## src/rtl/cam_cfg_pkg.sv

```systemverilog
// OV7670 configuration constants: FSM states, SCCB ID, delay marker
// and the RGB444 / QQVGA register table.
package cam_cfg_pkg;

    typedef enum logic [2:0] {
        S_IDLE,
        S_LOAD,
        S_START,
        S_BIT,
        S_STOP,
        S_GAP,
        S_WAIT,
        S_DONE
    } state_t;

    localparam logic [7:0] SCCB_ID    = 8'h42;
    localparam logic [7:0] DELAY_MARK = 8'hFF;
    localparam int         NUM_REGS   = 9;

    // {addr, data}; the FF entry waits out the soft reset
    function automatic logic [15:0] cfg_entry(input logic [3:0] idx);
        case (idx)
            4'd0:    return 16'h1280;
            4'd1:    return 16'hFF00;
            4'd2:    return 16'h1204;
            4'd3:    return 16'h8C02;
            4'd4:    return 16'h40D0;
            4'd5:    return 16'h3E1A;
            4'd6:    return 16'h0C04;
            4'd7:    return 16'h7222;
            4'd8:    return 16'h73F2;
            default: return 16'hFF00;
        endcase
    endfunction

endpackage

```

## src/rtl/sccb_ctrl_rom.sv

```systemverilog
// Register table lookup; swap this file to select another camera mode.
module sccb_ctrl_rom
    import cam_cfg_pkg::*;
(
    input  logic [3:0] idx,
    output logic [7:0] addr,
    output logic [7:0] data
);

    assign {addr, data} = cfg_entry(idx);

endmodule

```

## src/rtl/cam_sccb_init.sv

```systemverilog
// Plays the OV7670 register table over SCCB once per start request.
// All pins are registered from the next-state values.
module cam_sccb_init
    import cam_cfg_pkg::*;
#(
    parameter int CLK_FREQ  = 25_000_000,
    parameter int SCCB_FREQ = 100_000
) (
    input  logic       clk,
    input  logic       rst,
    input  logic       start,
    output logic       sioc,
    output logic       siod_oe,
    output logic       busy,
    output logic       done,
    output logic [3:0] reg_idx
);

    localparam int Q         = CLK_FREQ / (4 * SCCB_FREQ);
    localparam int DELAY_CYC = CLK_FREQ / 1000;
    localparam int QW        = (Q > 1) ? $clog2(Q) : 1;
    localparam int DW        = (DELAY_CYC > 1) ? $clog2(DELAY_CYC) : 1;

    localparam logic [QW-1:0] Q_LAST   = QW'(Q - 1);
    localparam logic [DW-1:0] D_LAST   = DW'(DELAY_CYC - 1);
    localparam logic [3:0]    IDX_LAST = 4'(NUM_REGS - 1);

    state_t          state, state_n;
    logic [QW-1:0]   q_cnt, q_n;
    logic [1:0]      qi, qi_n;
    logic [4:0]      bit_cnt, bit_n;
    logic [DW-1:0]   dly, dly_n;
    logic [3:0]      idx_n;
    logic [7:0]      addr_q, addr_n;
    logic [7:0]      data_q, data_n;
    logic [7:0]      rom_addr, rom_data;
    logic [26:0]     frame_n;
    logic            tick, fin;
    logic            sioc_n, oe_n, busy_n, done_n;

    sccb_ctrl_rom u_rom (
        .idx  (reg_idx),
        .addr (rom_addr),
        .data (rom_data)
    );

    assign tick = (q_cnt == Q_LAST);

    always_comb begin
        state_n = state;
        q_n     = q_cnt;
        qi_n    = qi;
        bit_n   = bit_cnt;
        dly_n   = dly;
        idx_n   = reg_idx;
        addr_n  = addr_q;
        data_n  = data_q;
        fin     = 1'b0;

        case (state)
            S_IDLE, S_DONE: begin
                if (start) begin
                    state_n = S_LOAD;
                    idx_n   = 4'd0;
                end
            end
            S_LOAD: begin
                addr_n  = rom_addr;
                data_n  = rom_data;
                q_n     = '0;
                qi_n    = 2'd0;
                bit_n   = 5'd0;
                dly_n   = '0;
                state_n = (rom_addr == DELAY_MARK) ? S_WAIT : S_START;
            end
            S_WAIT: begin
                if (dly == D_LAST) fin = 1'b1;
                else               dly_n = dly + DW'(1);
            end
            default: begin
                // START / BIT / STOP / GAP share the quarter-bit timebase
                if (!tick) begin
                    q_n = q_cnt + QW'(1);
                end else begin
                    q_n  = '0;
                    qi_n = qi + 2'd1;
                    case (state)
                        S_START: if (qi == 2'd1) begin
                            state_n = S_BIT;
                            qi_n    = 2'd0;
                        end
                        S_BIT: if (qi == 2'd3) begin
                            if (bit_cnt == 5'd26) state_n = S_STOP;
                            else                  bit_n = bit_cnt + 5'd1;
                        end
                        S_STOP: if (qi == 2'd2) begin
                            state_n = S_GAP;
                            qi_n    = 2'd0;
                        end
                        S_GAP: if (qi == 2'd3) fin = 1'b1;
                        default: ;
                    endcase
                end
            end
        endcase

        if (fin) begin
            if (reg_idx == IDX_LAST) begin
                state_n = S_DONE;
            end else begin
                state_n = S_LOAD;
                idx_n   = reg_idx + 4'd1;
            end
        end
    end

    // ack slots carry a 1 so SIOD is released there
    assign frame_n = {SCCB_ID, 1'b1, addr_n, 1'b1, data_n, 1'b1};

    always_comb begin
        sioc_n = 1'b1;
        oe_n   = 1'b0;
        case (state_n)
            S_START: begin
                sioc_n = (qi_n == 2'd0);
                oe_n   = 1'b1;
            end
            S_BIT: begin
                sioc_n = qi_n[1];
                oe_n   = ~frame_n[5'd26 - bit_n];
            end
            S_STOP: begin
                sioc_n = (qi_n != 2'd0);
                oe_n   = (qi_n != 2'd2);
            end
            default: ;
        endcase
        busy_n = (state_n != S_IDLE) && (state_n != S_DONE);
        done_n = (state_n == S_DONE);
    end

    always_ff @(posedge clk) begin
        if (rst) begin
            state   <= S_IDLE;
            q_cnt   <= '0;
            qi      <= 2'd0;
            bit_cnt <= 5'd0;
            dly     <= '0;
            reg_idx <= 4'd0;
            addr_q  <= 8'd0;
            data_q  <= 8'd0;
            sioc    <= 1'b1;
            siod_oe <= 1'b0;
            busy    <= 1'b0;
            done    <= 1'b0;
        end else begin
            state   <= state_n;
            q_cnt   <= q_n;
            qi      <= qi_n;
            bit_cnt <= bit_n;
            dly     <= dly_n;
            reg_idx <= idx_n;
            addr_q  <= addr_n;
            data_q  <= data_n;
            sioc    <= sioc_n;
            siod_oe <= oe_n;
            busy    <= busy_n;
            done    <= done_n;
        end
    end

endmodule
```

## config.mk

```make
export PLATFORM = sky130hd
export DESIGN_NAME = cam_sccb_init
export DESIGN_NICKNAME = d
export VERILOG_FILES = /design/src/rtl/cam_cfg_pkg.sv /design/src/rtl/sccb_ctrl_rom.sv /design/src/rtl/cam_sccb_init.sv
export SDC_FILE = /design/constraint.sdc
export NUM_CORES = 1
export LEC_CHECK = 0
export CAP_MARGIN = 20
export CELL_PAD_IN_SITES_DETAIL_PLACEMENT = 1
export CELL_PAD_IN_SITES_GLOBAL_PLACEMENT = 1
export CORE_AREA = 2 2 79 111
export DETAILED_ROUTE_END_ITERATION = 6
export DIE_AREA = 0 0 81 113
export GPL_ROUTABILITY_DRIVEN = 0
export PLACE_DENSITY = 0.79
export SYNTH_ARGS = -nofsm -noshare
export SYNTH_HDL_FRONTEND = slang
export SYNTH_HIERARCHICAL = 1
export SYNTH_SLANG_ARGS = --single-unit
```

## constraint.sdc

```tcl
create_clock -name clk -period 3.8 [get_ports clk]
set_input_delay 0.57 -clock clk [delete_from_list [all_inputs] [get_ports clk]]
set_output_delay 0.57 -clock clk [all_outputs]
set_load 0.05 [all_outputs]
```

==> flow_metrics.py, run 1 <==
metrics = {
    "power_and_ir_drop": {
        "sequentialPowerShare_pct": 43.1,
        "switching_share_pct": 30.0,
        "p_sw_w": 0.000424,
        "powerDensity_nw_per_um2": 358,
        "internal_power_w": 0.000990,
        "p_comb_share_pct": 18.0,
        "design_power_total_w": 0.00141,
        "clockPowerShare_pct": 38.9,
        "leakage_nw": 1.43,
        "ir_drop_uv": 179,
    },
    "final_layout": {
        "nFillCells": 1023,
        "antenna_cells": 0,
        "drive_gt1_share_pct": 9.21,
        "multi_input_area_sq_um": 2300,
        "final_util_pct": 48.8,
        "layout_commonest_cell": "nor2_1",
        "final_cell_mix": "57 x nor2_1, 54 x dfxtp_1, 49 x nand2_1, 31 x a21oi_1, 23 x inv_1",
        "layout.nets": 479,
        "ff_latch_area_sq_um": 1100,
        "area_growth_pct": 7.52,
    },
    "detailed_routing": {
        "post_drt_wl_per_cell_um": 17.5,
        "vias_per_cell": 5.88,
        "first_iter_violations": 152,
        "vias": 3281,
        "drtPass1Iterations": 4,
        "drc_errors": 0,
        "postRouteAntennaNets": 0,
        "wirelength_mm": 9.79,
    },
    "cts": {
        "insertion_delay_ns": 0.30,
        "cts_buffers": 5,
        "clk_path_buf_depth": 2,
        "cts.sinks": 55,
        "cts_tree": "done",
        "clk_pin_slew_ns": 0.07,
        "htree_levels": 2,
        "cts-root-buf": "clkbuf_16",
    },
    "sta": {
        "rsz0062_at_grt": "no",
        "finalHoldViolations": 0,
        "maxSlewHeadroom_pct": 48.9,
        "clock_skew_ns": 0.00543,
        "max_freq_mhz": 292,
        "fin_crit_sh_pct": 90.1,
        "whs_ns": 0.461,
        "min_period_ns": 3.42,
        "slew_violations": 0,
        "tightest_slew_ns": 0.759,
        "setup_viol": 0,
        "finalSetupTns_ns": 0,
    },
    "worst_setup_path": {
        "cp.arrival_ns": 3.67,
        "start_kind": "flip-flop",
        "critPathBufInv": 2,
        "crit_chain": "ha_1 -> and3_1 -> a31o_2 -> o311a_1 -> clkinv_1 -> ha_1 -> inv_1 -> nor2_1 -> mux2i_1 -> a2bb2oi_1 -> o221ai_1 -> o22ai_1 -> a41o_1",
        "critPathKind": "flip-flop to flip-flop",
        "cp_slowest_cell": "dfxtp_1",
        "critPathMostFrequentCell": "ha_1",
        "end_kind": "flip-flop",
        "slowest_delay_ns": 0.48,
        "required_ns": 4.04,
        "r2r_slack_ns": 0.38,
        "cp_top_family": "compound AO/OA/AOI/OAI gates",
        "crit_fanout": 8,
    },
    "yosys": {
        "synth_edf_count": 0,
        "ys_types": 80,
        "syn_inst": 456,
        "synth_warnings": 6,
        "synth_ff_type": "dfxtp_1",
        "ys_ff_latch": 55,
        "synth_fp_nets": 480,
        "async_reset_ff_share_pct": 0,
        "ys_seq_area_share_pct": 30.0,
        "avgSynthCellArea_sq_um": 8.06,
        "synth_area_sq_um": 3670,
    },
    "placed_design": {
        "port_buffers": 10,
        "hpwl_mm": 7.27,
    },
    "outcome": {
        "outcome": "completed",
    },
    "job": {
        "cap_violations": 0,
    },
    "die": {
        "initial_core_util_pct": 45.4,
        "die_h_um": 113,
        "rows": 39,
        "die_area_sq_um": 9150,
        "io_pins": 11,
        "die_w_um": 81,
        "core_area_sq_um": 8100,
    },
    "global_route": {
        "grt_overflow": 0,
        "antenna_found_initial": 0,
        "grt_pass1_wl_mm": 16.8,
        "grt_pass1_vias": 3444,
        "grtUsageTotal_pct": 23.0,
        "grt_start_max_net_pins": 20,
    },
    "worst_hold_path": {
        "hold_path.class": "flip-flop to flip-flop",
    },
}
[tightest hold or removal path, stage by stage (launching register included)]
cell and delay, ns:
dfxtp_1 0.31, nand2_1 0.05, a21oi_1 0.05
[state kept, by name, summed over array words and instances, names as in the netlist, named ones only]
name     cells
q_cnt        6
addr_q       8
bit_cnt      5
done         1
reg_idx      3
state        3
dly         15
siod_oe      1
data_q       8
sioc         1
qi           2
busy         1
[per-stage QoR]
| step | instances | cell area, sq um | setup slack [ns] |
|---|---|---|---|
| after floorplan | 456 | 3670 | 0.414 |
| after global placement | 550 | 3780 | 0.587 |
| after detailed placement | 550 | 3780 | 0.414 |
| after CTS | 558 | 3950 | 0.379 |
| after global routing | 558 | 3950 | 0.121 |
| final | 558 | 3950 | 0.378 |
[path summary, 6_finish.rpt]
| check | from | end | cells after the start |
|---|---|---|---|
| max | q_cnt[0] | siod_oe | 13 |
| min | addr_q[5] | addr_q[5] | 2 |
| max reg2reg | q_cnt[0] | siod_oe | 13 |
| min reg2reg | addr_q[5] | addr_q[5] | 2 |
[layout make-up]
cell class / instances / area share [%]
clock buffers: 5 / 3.17
multi-input cells: 350 / 58.1
well taps: 102 / 3.23
repair buffers: 18 / 4.05
inverters: 25 / 2.37
flip-flops and latches: 55 / 27.9
clock inverters: 3 / 1.17
[synth_stat cells (all sizes together), types with 2 or more instances]
library cell  number  share of area, %
nor2              57               5.8
dfxtp             55                30
nand2             49               5.0
a21oi             31               4.2
inv               24               2.5
ha                21               7.2
nand3             19               2.7
buf               16               3.6
nor3              15               2.0
o21ai             13               1.8
mux2i             12               3.3
xor2              12               2.9
clkbuf            10               1.6
nand4             10               1.7
nor2b              8               1.4
and3               6               1.0
xnor2              6               1.4
nand2b             5              0.85
nand3b             5               1.4
o211ai             5               1.4
a31oi              4              0.68
a41oi              4              0.95
mux2               4               1.3
or3                4              0.68
a21boi             3              0.61
a21o               3              0.65
a311oi             3              0.72
and2               3              0.51
o22ai              3              0.51
a211o              2              0.51
a211oi             2              0.41
a221oi             2              0.95
a22oi              2              0.54
a2bb2oi            2              0.48
a311o              2              0.58
a32oi              2              0.68
nand4b             2              0.48
nor3b              2              0.41
nor4               2              0.51
o221a              2              0.61
o221ai             2              0.48
o311a              2              0.54
o31ai              2              0.54
or2                2              0.34
or4b               2              0.54
[kinds of logic after synthesis]
group | share of synthesized area, %
simple gates | 26.6
compound gates | 19.6
flops | 30.0
buf+inv | 7.69
fa+ha+maj | 7.15
xor+xnor | 4.29
mux | 4.60
other cells | 0.102
[metal layers]
layer / wire length, um / up-vias / part of all wire (%) / GRT usage [%]
met1: 4050 / 1631 / 41 / 25.0
met5: 0 / - / 0 / 0
met2: 5380 / 27 / 55 / 44.1
met4: 237 / 0 / 2.4 / 8.14
li1: - / 1606 / - / -
met3: 124 / 17 / 1.3 / 2.95
[power by group through the flow]
| stage | Combinational (W) | Sequential, W | Clock, W |
|---|---|---|---|
| after detailed placement | 0.000252 | 0.000623 | 0 |
| final | 0.000255 | 0.000610 | 0.000549 |
| after global placement | 0.000244 | 0.000621 | 0 |
| after global routing | 0.000280 | 0.000613 | 0.000578 |
| after floorplan | 0.000169 | 0.000640 | 0 |
| after CTS | 0.000255 | 0.000610 | 0.000557 |
[what timing repair did]
item	in CTS	in global routing
endpoints found under the setup margin	0	1
buffers inserted	0	0
hold endpoints to repair	0	0
gates resized for setup	0	1
hold buffers	0	0
Note: power is estimated with default switching activity, not from simulation.
==> run 2, diff against run 1 <==
--- a/config.mk
+++ b/config.mk
@@ -8,11 +8,12 @@
 export CAP_MARGIN = 20
 export CELL_PAD_IN_SITES_DETAIL_PLACEMENT = 1
 export CELL_PAD_IN_SITES_GLOBAL_PLACEMENT = 1
-export CORE_AREA = 2 2 79 111
+export CORE_AREA = 2 2 77 109
 export DETAILED_ROUTE_END_ITERATION = 6
-export DIE_AREA = 0 0 81 113
+export DIE_AREA = 0 0 79 111
+export DONT_BUFFER_PORTS = 1
 export GPL_ROUTABILITY_DRIVEN = 0
-export PLACE_DENSITY = 0.79
+export PLACE_DENSITY = 0.8
 export SYNTH_ARGS = -nofsm -noshare
 export SYNTH_HDL_FRONTEND = slang
 export SYNTH_HIERARCHICAL = 1
==> run 2 against run 1 <==
Against the previous run: critical path depth unchanged; hold slack lost 0.13 ns; cell count is 1.4% lower; clock-buffer cell count is the same; clock skew rose by 0.0020 ns; register-to-register slack got worse by 0.04 ns; combinational power is 22% lower; cell area shrank 2.2%; power down 2.9%.
==> flow_metrics.py, run 2 (synthesis results as in run 1) <==
metrics = {
    "detailed_routing": {
        "post_drt_wl_per_cell_um": 17.1,
        "wirelength_mm": 9.43,
        "first_iter_violations": 118,
        "drtPass1Iterations": 4,
        "vias": 3208,
        "drc_errors": 0,
        "vias_per_cell": 5.83,
        "postRouteAntennaNets": 0,
    },
    "cts": {
        "cts_tree": "done",
        "cts_resized": 0,
        "cts.sinks": 55,
        "hold_buffers": 0,
        "cts_buffers": 5,
        "cts-root-buf": "clkbuf_16",
        "htree_levels": 2,
        "post_cts_buffers": 0,
        "clk_path_buf_depth": 2,
        "clk_pin_slew_ns": 0.07,
        "insertion_delay_ns": 0.30,
    },
    "die": {
        "rows": 39,
        "initial_core_util_pct": 46.5,
        "die_w_um": 79,
        "die_h_um": 111,
        "io_pins": 11,
        "die_area_sq_um": 8770,
        "core_area_sq_um": 7910,
    },
    "power_and_ir_drop": {
        "powerDensity_nw_per_um2": 355,
        "leakage_nw": 1.41,
        "ir_drop_uv": 226,
    },
    "sta": {
        "finalHoldViolations": 0,
        "clock_skew_ns": 0.00748,
        "slew_violations": 0,
        "setup_viol": 0,
        "fin_crit_sh_pct": 91.0,
        "finalSetupTns_ns": 0,
        "maxSlewHeadroom_pct": 47.9,
        "rsz0062_at_grt": "no",
        "min_period_ns": 3.46,
        "max_freq_mhz": 289,
        "tightest_slew_ns": 0.774,
    },
    "worst_setup_path": {
        "critPathKind": "flip-flop to flip-flop",
        "crit_fanout": 8,
        "cp.arrival_ns": 3.65,
        "start_kind": "flip-flop",
        "r2r_slack_ns": 0.34,
        "end_kind": "flip-flop",
        "required_ns": 4.00,
    },
    "placed_design": {
        "port_buffers": 0,
        "hpwl_mm": 6.92,
    },
    "job": {
        "cap_violations": 0,
    },
    "final_layout": {
        "drive_gt1_share_pct": 9.60,
        "layout_commonest_cell": "nor2_1",
        "area_growth_pct": 5.18,
        "final_util_pct": 48.9,
        "largest-register": "dly",
        "final_cell_mix": "57 x nor2_1, 55 x dfxtp_1, 49 x nand2_1, 31 x a21oi_1, 23 x inv_1",
        "layout.nets": 471,
        "largest_reg_flops": 15,
        "nFillCells": 996,
        "antenna_cells": 0,
        "reg_top3": "dly (15), addr_q (8), data_q (8)",
    },
    "global_route": {
        "grt_overflow": 0,
        "grt_pass1_wl_mm": 16.4,
        "antenna_found_initial": 0,
        "grt_start_max_net_pins": 45,
        "grtUsageTotal_pct": 23.2,
        "grt_pass1_vias": 3340,
    },
    "outcome": {
        "outcome": "completed",
    },
    "worst_hold_path": {
        "hold_path.class": "input port to flip-flop",
    },
}
==> run 2: layer usage <==
layer  GRT usage (%)  vias to the layer above  wire, um
met5               0                        -         0
met2            42.7                       36      4970
met1            25.4                     1557      3900
met3            3.66                       23       179
met4            10.6                        0       371
li1                -                     1592         -
==> run 2: critical path: stages (launching register included) <==
cell and delay, ns:
dfxtp_1 0.47, ha_1 0.26, and3_1 0.36, a31o_2 0.21
o311a_1 0.18, clkinv_1 0.20, ha_1 0.44, inv_1 0.18
o221a_2 0.19, o21ai_0 0.10, a21oi_1 0.18, nor4_1 0.06
a211o_2 0.31, a41o_1 0.20
==> run 2: final cells by class <==
class / instances / area, sq um / area share (%)
Clock buffer: 5 / 125 / 3.24
Multi-Input combinational cell: 350 / 2300 / 59.4
Timing Repair Buffer: 10 / 75.1 / 1.94
Sequential cell: 55 / 1100 / 28.5
Clock inverter: 3 / 46.3 / 1.20
Tap cell: 102 / 128 / 3.30
Inverter: 25 / 93.8 / 2.43
==> run 2: report_power, final <==
part	internal, W	switching (W)
Clock	0.000314	0.000225
Sequential	0.000594	0.0000418
Combinational	0.0000680	0.000131
Total	0.000976	0.000397
==> run 2: metrics by stage <==
stage / hold slack, ns / instances / worst slack [ns] / power, W / instance area (sq um)
after floorplan: 0.436 / 456 / 0.414 / 0.000810 / 3670
after global placement: 0.438 / 542 / 0.560 / 0.000841 / 3690
after detailed placement: 0.444 / 542 / 0.391 / 0.000848 / 3690
after CTS: 0.322 / 550 / 0.359 / 0.00139 / 3860
after global routing: 0.323 / 550 / 0.0972 / 0.00144 / 3860
final: 0.329 / 550 / 0.341 / 0.00137 / 3860
==> run 2: final timing paths <==
path / cells past startpoint / endpoint / start
min: 1 / reg_idx[3] / rst
max reg2reg: 13 / siod_oe / q_cnt[0]
min reg2reg: 2 / data_q[3] / data_q[3]
max: 13 / siod_oe / q_cnt[0]
